===== src/rtl/sdctlxbar_if.sv =====
// Control-signal bundle between NC disk controllers, the crossbar and NS
// storage devices. Controller c occupies slice c of each c_* vector and
// device d occupies slice d of each s_* vector.
interface sdctlxbar_if #(
  parameter int NC   = 2,
  parameter int NS   = 4,
  parameter int SELW = 3
);
  // controller side
  logic [NC*SELW-1:0] c_sdsel;
  logic [NC-1:0]      c_read;
  logic [NC-1:0]      c_write;
  logic [NC*22-1:0]   c_ba;
  logic [NC*32-1:0]   c_lba;
  logic [NC*16-1:0]   c_wc;
  logic [NC-1:0]      c_iba;
  logic [NC-1:0]      c_q22;
  logic [NC-1:0]      c_devrdy;
  logic [NC-1:0]      c_cmdrdy;
  logic [NC-1:0]      c_word_st;
  logic [NC-1:0]      c_nxm;
  logic [NC-1:0]      c_crcerr;
  logic [NC-1:0]      c_timeout;
  // device side
  logic [NS-1:0]      s_read;
  logic [NS-1:0]      s_write;
  logic [NS*22-1:0]   s_ba;
  logic [NS*32-1:0]   s_lba;
  logic [NS*16-1:0]   s_wc;
  logic [NS-1:0]      s_iba;
  logic [NS-1:0]      s_q22;
  logic [NS-1:0]      s_devrdy;
  logic [NS-1:0]      s_cmdrdy;
  logic [NS-1:0]      s_word_st;
  logic [NS-1:0]      s_nxm;
  logic [NS-1:0]      s_crcerr;

  // environment view: controllers and devices drive their inputs
  modport master (
    output c_sdsel, c_read, c_write, c_ba, c_lba, c_wc, c_iba, c_q22,
    output s_devrdy, s_cmdrdy, s_word_st, s_nxm, s_crcerr,
    input  c_devrdy, c_cmdrdy, c_word_st, c_nxm, c_crcerr, c_timeout,
    input  s_read, s_write, s_ba, s_lba, s_wc, s_iba, s_q22
  );

  // crossbar view
  modport slave (
    input  c_sdsel, c_read, c_write, c_ba, c_lba, c_wc, c_iba, c_q22,
    input  s_devrdy, s_cmdrdy, s_word_st, s_nxm, s_crcerr,
    output c_devrdy, c_cmdrdy, c_word_st, c_nxm, c_crcerr, c_timeout,
    output s_read, s_write, s_ba, s_lba, s_wc, s_iba, s_q22
  );
endinterface


===== src/rtl/sdctlxbar.sv =====
// Disk-controller to storage-device control crossbar. Every device owns an
// IDLE/ARM/BUSY owner FSM with its own round-robin pointer and start
// watchdog, so transfers to different devices proceed concurrently.
module sdctlxbar #(
  parameter int NC       = 2,
  parameter int NS       = 4,
  parameter int SELW     = 3,
  parameter int START_TO = 1023
) (
  input logic        clk,
  input logic        reset,
  sdctlxbar_if.slave bus
);

  localparam int OW = (NC > 1) ? $clog2(NC) : 1;
  localparam int DW = (NS > 1) ? $clog2(NS) : 1;
  localparam int TW = $clog2(START_TO + 1);
  localparam int CW = (TW > 10) ? TW : 10;
  localparam logic [CW-1:0] TO_LAST = CW'(START_TO - 1);
  localparam logic [CW-1:0] CNT_MAX = {CW{1'b1}};

  typedef enum logic [1:0] {
    ST_IDLE = 2'd0,
    ST_ARM  = 2'd1,
    ST_BUSY = 2'd2
  } dev_state_t;

  dev_state_t    state    [NS];
  logic [OW-1:0] owner    [NS];
  logic [OW-1:0] rr       [NS];
  logic [CW-1:0] wd_cnt   [NS];
  logic [NC-1:0] timeout_q;

  logic [DW-1:0] csel      [NC];
  logic [NC-1:0] owns_dev;
  logic [NC-1:0] req       [NS];
  logic [NS-1:0] grant_any;
  logic [OW-1:0] grant_idx [NS];
  logic [OW-1:0] rr_next   [NS];
  logic [NS-1:0] wd_expire;
  logic [NC-1:0] timeout_next;

  // Out-of-range selects fold onto the last device.
  function automatic logic [DW-1:0] dev_of(input logic [SELW-1:0] sel);
    logic [DW-1:0] d;
    if (int'(sel) >= NS) d = DW'(NS - 1);
    else                 d = DW'(sel);
    return d;
  endfunction

  // Request decode, per-device round-robin pick and watchdog expiry.
  always_comb begin
    int idx;
    int sum;
    idx          = 0;
    sum          = 0;
    owns_dev     = '0;
    timeout_next = '0;
    for (int c = 0; c < NC; c++) begin
      csel[c] = dev_of(bus.c_sdsel[c*SELW +: SELW]);
    end
    // a controller holding a device in ARM/BUSY may not request another
    for (int d = 0; d < NS; d++) begin
      for (int c = 0; c < NC; c++) begin
        owns_dev[c] = owns_dev[c] | ((state[d] != ST_IDLE) && (owner[d] == OW'(c)));
      end
    end
    for (int d = 0; d < NS; d++) begin
      grant_any[d] = 1'b0;
      grant_idx[d] = rr[d];
      wd_expire[d] = (state[d] == ST_ARM) && bus.s_cmdrdy[d] && (wd_cnt[d] == TO_LAST);
      for (int c = 0; c < NC; c++) begin
        req[d][c] = (bus.c_read[c] | bus.c_write[c]) & (csel[c] == DW'(d)) & ~owns_dev[c];
      end
      // first requester at or after rr, searching upward mod NC
      for (int i = 0; i < NC; i++) begin
        sum = int'(rr[d]) + i;
        idx = (sum >= NC) ? (sum - NC) : sum;
        if (!grant_any[d] && req[d][idx]) begin
          grant_any[d] = 1'b1;
          grant_idx[d] = OW'(idx);
        end else begin
          grant_any[d] = grant_any[d];
        end
      end
      rr_next[d] = (int'(grant_idx[d]) == (NC - 1)) ? OW'(0) : (grant_idx[d] + OW'(1));
      if (wd_expire[d]) begin
        timeout_next[owner[d]] = 1'b1;
      end else begin
        timeout_next = timeout_next;
      end
    end
  end

  // Per-device owner FSMs, round-robin pointers, watchdogs and timeout pulse.
  always_ff @(posedge clk) begin
    if (reset) begin
      for (int d = 0; d < NS; d++) begin
        state[d]  <= ST_IDLE;
        owner[d]  <= '0;
        rr[d]     <= '0;
        wd_cnt[d] <= '0;
      end
      timeout_q <= '0;
    end else begin
      timeout_q <= timeout_next;
      for (int d = 0; d < NS; d++) begin
        case (state[d])
          ST_IDLE: begin
            if (grant_any[d]) begin
              state[d]  <= ST_ARM;
              owner[d]  <= grant_idx[d];
              rr[d]     <= rr_next[d];
              wd_cnt[d] <= '0;
            end else begin
              state[d]  <= ST_IDLE;
            end
          end
          ST_ARM: begin
            if (!bus.s_cmdrdy[d])   state[d] <= ST_BUSY;
            else if (wd_expire[d])  state[d] <= ST_IDLE;
            else                    state[d] <= ST_ARM;
            wd_cnt[d] <= (wd_cnt[d] == CNT_MAX) ? wd_cnt[d] : (wd_cnt[d] + CW'(1));
          end
          ST_BUSY: begin
            if (bus.s_cmdrdy[d]) state[d] <= ST_IDLE;
            else                 state[d] <= ST_BUSY;
          end
          default: begin
            state[d] <= ST_IDLE;
          end
        endcase
      end
    end
  end

  // Device-side routing: parameters always follow the (last) owner, commands
  // only while the device is held.
  always_comb begin
    logic active;
    active      = 1'b0;
    bus.s_read  = '0;
    bus.s_write = '0;
    bus.s_ba    = '0;
    bus.s_lba   = '0;
    bus.s_wc    = '0;
    bus.s_iba   = '0;
    bus.s_q22   = '0;
    for (int d = 0; d < NS; d++) begin
      active               = (state[d] != ST_IDLE);
      bus.s_read[d]        = active & bus.c_read[owner[d]];
      bus.s_write[d]       = active & bus.c_write[owner[d]];
      bus.s_ba[d*22 +: 22] = bus.c_ba[int'(owner[d])*22 +: 22];
      bus.s_lba[d*32 +: 32] = bus.c_lba[int'(owner[d])*32 +: 32];
      bus.s_wc[d*16 +: 16] = bus.c_wc[int'(owner[d])*16 +: 16];
      bus.s_iba[d]         = bus.c_iba[owner[d]];
      bus.s_q22[d]         = bus.c_q22[owner[d]];
    end
  end

  // Controller-side status: gated to the owner, cmdrdy hidden from non-owners.
  always_comb begin
    logic hit;
    hit           = 1'b0;
    bus.c_devrdy  = '0;
    bus.c_cmdrdy  = '0;
    bus.c_word_st = '0;
    bus.c_nxm     = '0;
    bus.c_crcerr  = '0;
    for (int c = 0; c < NC; c++) begin
      bus.c_devrdy[c] = bus.s_devrdy[csel[c]];
      if ((state[csel[c]] == ST_IDLE) || (owner[csel[c]] == OW'(c))) begin
        bus.c_cmdrdy[c] = bus.s_cmdrdy[csel[c]];
      end else begin
        bus.c_cmdrdy[c] = 1'b0;
      end
      for (int d = 0; d < NS; d++) begin
        hit              = (state[d] != ST_IDLE) && (owner[d] == OW'(c));
        bus.c_word_st[c] = bus.c_word_st[c] | (hit & bus.s_word_st[d]);
        bus.c_nxm[c]     = bus.c_nxm[c]     | (hit & bus.s_nxm[d]);
        bus.c_crcerr[c]  = bus.c_crcerr[c]  | (hit & bus.s_crcerr[d]);
      end
    end
  end

  assign bus.c_timeout = timeout_q;

endmodule


===== src/flat_wrapper.sv =====
// flat-port wrapper written by rule: the top's interface ports become plain ports
module sdctlxbar_flat 
#(
  parameter int NC       = 2,
  parameter int NS       = 4,
  parameter int SELW     = 3,
  parameter int START_TO = 1023
)
  (clk, reset, bus_c_sdsel, bus_c_read, bus_c_write, bus_c_ba, bus_c_lba, bus_c_wc, bus_c_iba, bus_c_q22, bus_s_devrdy, bus_s_cmdrdy, bus_s_word_st, bus_s_nxm, bus_s_crcerr, bus_c_devrdy, bus_c_cmdrdy, bus_c_word_st, bus_c_nxm, bus_c_crcerr, bus_c_timeout, bus_s_read, bus_s_write, bus_s_ba, bus_s_lba, bus_s_wc, bus_s_iba, bus_s_q22);
  sdctlxbar_if #(.NC(NC), .NS(NS), .SELW(SELW)) bus_i ();
  input logic clk;
  input logic reset;
  input wire logic [$bits(bus_i.c_sdsel)-1:0] bus_c_sdsel;
  input wire logic [$bits(bus_i.c_read)-1:0] bus_c_read;
  input wire logic [$bits(bus_i.c_write)-1:0] bus_c_write;
  input wire logic [$bits(bus_i.c_ba)-1:0] bus_c_ba;
  input wire logic [$bits(bus_i.c_lba)-1:0] bus_c_lba;
  input wire logic [$bits(bus_i.c_wc)-1:0] bus_c_wc;
  input wire logic [$bits(bus_i.c_iba)-1:0] bus_c_iba;
  input wire logic [$bits(bus_i.c_q22)-1:0] bus_c_q22;
  input wire logic [$bits(bus_i.s_devrdy)-1:0] bus_s_devrdy;
  input wire logic [$bits(bus_i.s_cmdrdy)-1:0] bus_s_cmdrdy;
  input wire logic [$bits(bus_i.s_word_st)-1:0] bus_s_word_st;
  input wire logic [$bits(bus_i.s_nxm)-1:0] bus_s_nxm;
  input wire logic [$bits(bus_i.s_crcerr)-1:0] bus_s_crcerr;
  output wire logic [$bits(bus_i.c_devrdy)-1:0] bus_c_devrdy;
  output wire logic [$bits(bus_i.c_cmdrdy)-1:0] bus_c_cmdrdy;
  output wire logic [$bits(bus_i.c_word_st)-1:0] bus_c_word_st;
  output wire logic [$bits(bus_i.c_nxm)-1:0] bus_c_nxm;
  output wire logic [$bits(bus_i.c_crcerr)-1:0] bus_c_crcerr;
  output wire logic [$bits(bus_i.c_timeout)-1:0] bus_c_timeout;
  output wire logic [$bits(bus_i.s_read)-1:0] bus_s_read;
  output wire logic [$bits(bus_i.s_write)-1:0] bus_s_write;
  output wire logic [$bits(bus_i.s_ba)-1:0] bus_s_ba;
  output wire logic [$bits(bus_i.s_lba)-1:0] bus_s_lba;
  output wire logic [$bits(bus_i.s_wc)-1:0] bus_s_wc;
  output wire logic [$bits(bus_i.s_iba)-1:0] bus_s_iba;
  output wire logic [$bits(bus_i.s_q22)-1:0] bus_s_q22;
  assign bus_i.c_sdsel = bus_c_sdsel;
  assign bus_i.c_read = bus_c_read;
  assign bus_i.c_write = bus_c_write;
  assign bus_i.c_ba = bus_c_ba;
  assign bus_i.c_lba = bus_c_lba;
  assign bus_i.c_wc = bus_c_wc;
  assign bus_i.c_iba = bus_c_iba;
  assign bus_i.c_q22 = bus_c_q22;
  assign bus_i.s_devrdy = bus_s_devrdy;
  assign bus_i.s_cmdrdy = bus_s_cmdrdy;
  assign bus_i.s_word_st = bus_s_word_st;
  assign bus_i.s_nxm = bus_s_nxm;
  assign bus_i.s_crcerr = bus_s_crcerr;
  assign bus_c_devrdy = bus_i.c_devrdy;
  assign bus_c_cmdrdy = bus_i.c_cmdrdy;
  assign bus_c_word_st = bus_i.c_word_st;
  assign bus_c_nxm = bus_i.c_nxm;
  assign bus_c_crcerr = bus_i.c_crcerr;
  assign bus_c_timeout = bus_i.c_timeout;
  assign bus_s_read = bus_i.s_read;
  assign bus_s_write = bus_i.s_write;
  assign bus_s_ba = bus_i.s_ba;
  assign bus_s_lba = bus_i.s_lba;
  assign bus_s_wc = bus_i.s_wc;
  assign bus_s_iba = bus_i.s_iba;
  assign bus_s_q22 = bus_i.s_q22;
  sdctlxbar #(.NC(NC), .NS(NS), .SELW(SELW), .START_TO(START_TO)) u_core (.clk(clk), .reset(reset), .bus(bus_i));
endmodule

===== config.mk =====
export PLATFORM = sky130hd
export DESIGN_NAME = sdctlxbar_flat
export DESIGN_NICKNAME = d
export VERILOG_FILES = /design/src/rtl/sdctlxbar_if.sv /design/src/rtl/sdctlxbar.sv /design/src/flat_wrapper.sv
export SDC_FILE = /design/constraint.sdc
export NUM_CORES = 1
export LEC_CHECK = 0
export CAP_MARGIN = 15
export CELL_PAD_IN_SITES_DETAIL_PLACEMENT = 0
export CELL_PAD_IN_SITES_GLOBAL_PLACEMENT = 2
export CORE_AREA = 2 2 189 191
export CTS_BUF_LIST = sky130_fd_sc_hd__clkbuf_4
export DETAILED_ROUTE_END_ITERATION = 6
export DIE_AREA = 0 0 191 193
export PLACE_DENSITY = 0.86
export SETUP_SLACK_MARGIN = 0.02
export SLEW_MARGIN = 20
export SYNTH_ARGS = -nofsm -noshare
export SYNTH_HDL_FRONTEND = slang
export SYNTH_SLANG_ARGS = --single-unit

===== constraint.sdc =====
create_clock -name clk -period 6 [get_ports clk]
set_input_delay 0.6 -clock clk [delete_from_list [all_inputs] [get_ports clk]]
set_output_delay 0.6 -clock clk [all_outputs]
set_load 0.02 [all_outputs]

---- Word-level counts from Yosys, hierarchy flattened ----
Memories as Yosys holds them, arrays and structs flattened.
Index checks and enable logic that the tools add are counted.
W data, S select, Z words.
word-level totals
  word-level logic and storage cells ...... 571
  memories kept ........................... 4
  input port bits ......................... 176
  bits in writable memories ............... 56
  register bits ........................... 2
  output and inout bits ................... 308
operators by class
  shift operators ......................... 12
  multipliers ............................. 4
  reductions and logical operators ........ 46
  magnitude comparators ................... 28
  bitwise gates (word level) .............. 132
  $add $sub $neg .......................... 20
  mux-type cells .......................... 302
  equal/unequal tests ..................... 22
memory list
  name           depth  bits a word  read ports  clocked after memory_dff  wr ports  line             RTL
  u_core.wd_cnt  4      10           4           0                         4         sdctlxbar.sv:31  logic [CW-1:0] wd_cnt [NS];
  u_core.state   4      2            6           0                         4         sdctlxbar.sv:28  dev_state_t state [NS];
  u_core.owner   4      1            6           0                         4         sdctlxbar.sv:29  logic [OW-1:0] owner [NS];
  u_core.rr      4      1            4           0                         4         sdctlxbar.sv:30  logic [OW-1:0] rr [NS];
operator list
  kind                     count
  $lt A32 B3 Y1 const B    8
  $mux W32                 8
  $shiftx A64 B7 Y32       4
  $mux W1                  236
  $shiftx A44 B32 Y22      4
  $ge A32 B3 Y1 const B    4
  $shiftx A32 B6 Y16       4
  $sub A32 B3 Y32 const B  4
  $mux W10                 12
  $eq A10 B10 Y1 const B   8
  $mux W2                  38
  $or A1 B1 Y1             74
  $and A1 B1 Y1            48
  $add A10 B1 Y10 const B  4
  $logic_and A1 B1 Y1      24
  $mul A1 B4 Y5 const B    4
  $eq A2 B2 Y1 const B     8
  $logic_not A2 Y1         8
  $eq A2 B1 Y1 const B     6
  $reduce_or A3 Y1         4
  $sub A1 B2 Y3 const B    4
  $add A1 B1 Y2 const B    4
  $bmux W1 S2              4
  $ge A1 B2 Y1 const B     4
  11 further kinds         40

---- Longest topological paths before layout ----
An unclocked memory read counts as a cell.
  word-level depth ........................ 27
  gate-level depth with buffers ........... 7
  mapped depth without buffers ............ 7

---- Worst setup path after synthesis ----
OpenSTA, ideal clock, no wires.
  path kind ............................... register -> register
  start ................................... mem u_core.state[0][0] in the netlist's numbering
  end ..................................... mem u_core.wd_cnt[2][0] in the netlist's numbering (enable)
  clock period less this slack ............ 2.884 ns
  path buffers ............................ 1
  setup slack ............................. 3.116 ns
  library setup time ...................... 0.393 ns
  data arrival time ....................... 2.490 ns
  cell stages (with the launch flop) ...... 7
  required time ........................... 5.607 ns
  cells stage by stage .................... edfxtp_1 buf_2 o21a_1 or3_4 nor4_1 a211oi_1 o31ai_1
RTL lines
  item                line
  start: declaration  sdctlxbar.sv:28
  end: declaration    sdctlxbar.sv:31

---- Worst setup path in the final report ----
  start ................................... in bus_c_sdsel[4]
  end ..................................... out bus_c_cmdrdy[1]
on the way
  cells in the longest elaborated chain, start to end .. 6
  elaborated cells on any way between the ends .. 9
  classes of those cells .................. order compare: 1; mux: 4; reduce/logical: 2; memory: 2
ends and longest elaborated chain
  item                line                RTL
  start: declaration  flat_wrapper.sv:13  input wire logic [$bits(bus_i.c_sdsel)-1:0] bus_c_sdsel;
  $ge A3 B3 Y1        sdctlxbar.sv:46     if (int'(sel) >= NS) d = DW'(NS - 1);
  $mux W2 *           sdctlxbar.sv:46
  $mem_v2 Z4 W2       --
  $logic_not A2 Y1    sdctlxbar.sv:172    if ((state[csel[c]] == ST_IDLE) || (owner[csel[c]] == OW'(c))) begin
  $logic_or A1 B1 Y1  sdctlxbar.sv:172
  $mux W1 *           sdctlxbar.sv:172
  end: declaration    flat_wrapper.sv:27  output wire logic [$bits(bus_i.c_cmdrdy)-1:0] bus_c_cmdrdy;
Mark *: on every way between the ends. The rest lies on a longest branch, timed or not. The select of a mux whose other input is x is not followed.

==> flow_summary.toml <==
[logic_synthesis]
synth_top_area_share_pct = 45.9
ys.flop_type = "edfxtp_1"
synth_top_family_by_area = "multiplexers"
async_reset_ff_share_pct = 0
synthAdderAreaFrac_pct = 1.40
synthSimpleGateAreaFrac_pct = 11.3
yosysSeqAreaShare_pct = 24.0
synth_commonest_cells = "292 x mux2_2, 58 x nor2_1, 56 x edfxtp_1, 34 x clkbuf_1, 22 x nand2_1"
synth_cell_type_count = 56
synth_cells = 703
synth.area.top_cells = "mux2_2 46%, edfxtp_1 23%, nor2_1 3.0%"
synth_edf_count = 56
yosysTopAreaCell = "mux2_2"
mappedNetlistArea_um2 = 7170
ys.warnings.count = 0
synth_compound_gate_area_share_pct = 8.38
synthXorXnorAreaFrac_pct = 3.91
muxShareOfSynthArea_pct = 47.0
yosysMostFrequentCell = "mux2_2"
avgSynthCellArea_um2 = 10.2
ys_seq_elements = 58

[timing]
slew_violations = 0
rsz0062_at_grt = "no"
hold_ws_ps = 575
setup_viol = 0
final.period_utilization_pct = 57.6
timing.fmax_mhz = 290
finalHoldViolations = 0
tightest_slew_ps = 835
fin_crit_ps = 3450
setup_tns_ps = 0
finalClockSkew_ps = 13.6
slew_headroom_pct = 44.4

[cells_and_area]
final_layout_size_suffix_gt1_share_pct = 28.1
nFillCells = 3558
final_area_um2 = 12600
nets = 1348
area.sequential_um2 = 1720
area_growth_pct = 75.6
multi_input_area_um2 = 5190

[grt]
grt_first_pass_wirelength_um = 46300
grt_overflow = 0
grt_max_degree = 53
antenna_found_initial = 5
grt_pass1_vias = 7305
track_usage_pct = 16.7

[worst_setup_path]
r2r_cells = 6
r2r_start = "u_core.owner[1]$_SDFFCE_PN0P_"
worstPathArrival_ps = 2850
r2r_setup_slack_ps = 2870
r2r_end = "u_core.wd_cnt[1][5]$_SDFFCE_PN0P_"
end_kind = "output pin"
required_ps = 5400
crit_fanout = 9
crit_path_end = "bus_c_cmdrdy[1]"
worstSetupStartpointType = "input pin"
setup.worst_path.class = "in -> out"
crit_start = "bus_c_sdsel[4]"

[floorplanning]
ios = 484
core_um2 = 35000
start_util_pct = 20.5
die_w_um = 191
rows = 69
die_height_um = 193
die_area_um2 = 36900

[clocking]
clk_path_buf_depth = 2
clk_transition_reported_paths_ps = 90
cts_root_buffer = "clkbuf_4"
cts_tree = "built"
clk_latency_ps = 420
cts_setup_buffers = 0
clock-sinks = 58
holdBufCountCts = 0
numCtsBuffers = 9
ctsHtreeMaxLevel = 3
cts_resized = 0

[routing]
first_pass_iters = 4
wl_um = 33500
ant_nets = 0
viasPerCell = 4.58
drcViolationCount = 0
vias = 7468
drt-wirelength-per-cell_um = 20.5
drt-initial-drc-count = 173

[power_and_ir_drop]
p_leak_uw = 0.00441
ir_drop_mv = 0.0831
p_total_uw = 1850
pwr_density_cell_nw_per_um2 = 147

[place]
dp_hpwl_um = 26900
io_buffer_count = 483
placed_cell_area_um2 = 12400
routabilityCongestion = 0.800

[run_status]
status = "finished, final reports clean"

[hold_path]
hold_path.class = "reg -> reg"

[run]
drv_cap = 0
==> final cells by class <==
class	instances	share of cell area [%]
Multi-Input combinational cell	588	41.2
Timing Repair Buffer	493	39.0
Sequential cell	58	13.7
Tap cell	461	4.58
Clock buffer	11	0.656
Inverter	14	0.418
Clock inverter	5	0.358
Antenna cell	2	0.0398
==> logic make-up (layout without fill, tap and decap cells) <==
group                      count (synthesis)  after routing
AOI/OAI and AO/OA                         77             77
xor gates and xnor gates                  32             32
adders and majority gates                  8              8
buffers and inverters                     64            523
DFF                                       58             58
muxes                                    300            300
other                                      1             10
and+or+nand+nor                          163            163
==> per-layer routing <==
metal	GRT usage, %	vias to the layer above	wire (um)
li1	-	3603	-
met1	20.3	3507	13700
met2	28.5	326	16200
met3	5.29	32	2800
met4	4.38	0	788
met5	0	-	0
==> critical path, stage by stage <==
cell             delay [ps]
clkdlybuf4s50_1         650
nand2b_1                320
o22a_1                  180
o22a_1                  140
nor2_1                   40
o31ai_1                 250
clkdlybuf4s50_1         660
==> placed cells by master (no fill, tap or decap), types with 10 or more instances in the layout <==
master           count
edfxtp_1            56
o21ai_0             12
nor2_1              58
inv_1               14
xnor2_1             18
mux2_2             292
clkbuf_4            11
nor3_1              17
xor2_1              14
nand3_1             19
nand2_1             22
buf_4               10
clkdlybuf4s50_1    483
a21oi_1             12
==> registers in the layout (all words and copies together), names as in the netlist <==
| name | flops |
|---|---|
| u_core.rr | 4 |
| u_core.wd_cnt | 40 |
| u_core.owner | 4 |
| u_core.state | 8 |
| u_core.bus.c_timeout | 2 |
==> how the worst min path moves through the flow <==
| stage | startpoint | end | slack, ps | cells after the start |
|---|---|---|---|---|
| 2_1_floorplan | u_core.rr[3]$_DFFE_PP_ | u_core.rr[3]$_DFFE_PP_ | 540 | 1 |
| 3_3_place_gp | u_core.rr[3]$_DFFE_PP_ | u_core.rr[3]$_DFFE_PP_ | 570 | 1 |
| 3_5_place_dp | u_core.rr[2]$_SDFFCE_PP0P_ | u_core.rr[2]$_SDFFCE_PP0P_ | 570 | 1 |
| 4_1_cts | u_core.rr[3]$_DFFE_PP_ | u_core.rr[3]$_DFFE_PP_ | 580 | 1 |
| 5_1_grt | u_core.rr[3]$_DFFE_PP_ | u_core.rr[3]$_DFFE_PP_ | 610 | 1 |
| 6_report | u_core.rr[3]$_DFFE_PP_ | u_core.rr[3]$_DFFE_PP_ | 570 | 1 |
==> where the power goes <==
part	total (uW)	internal, uW	switching (uW)	leakage [uW]
logic	1070	554	517	0.00373
registers	504	474	29.5	0.000607
clock network	277	131	146	0.0000710
total	1850	1160	692	0.00441
==> metrics by stage <==
step,instances,util (%),setup slack [ps]
floorplan,710,-,3120
global placement,1614,35.6,2590
detailed placement,1614,35.6,2580
CTS,1630,36.0,2550
global route,1632,36.0,2440
finish,1632,36.0,2550
Note: power is estimated with default switching activity, not from simulation.
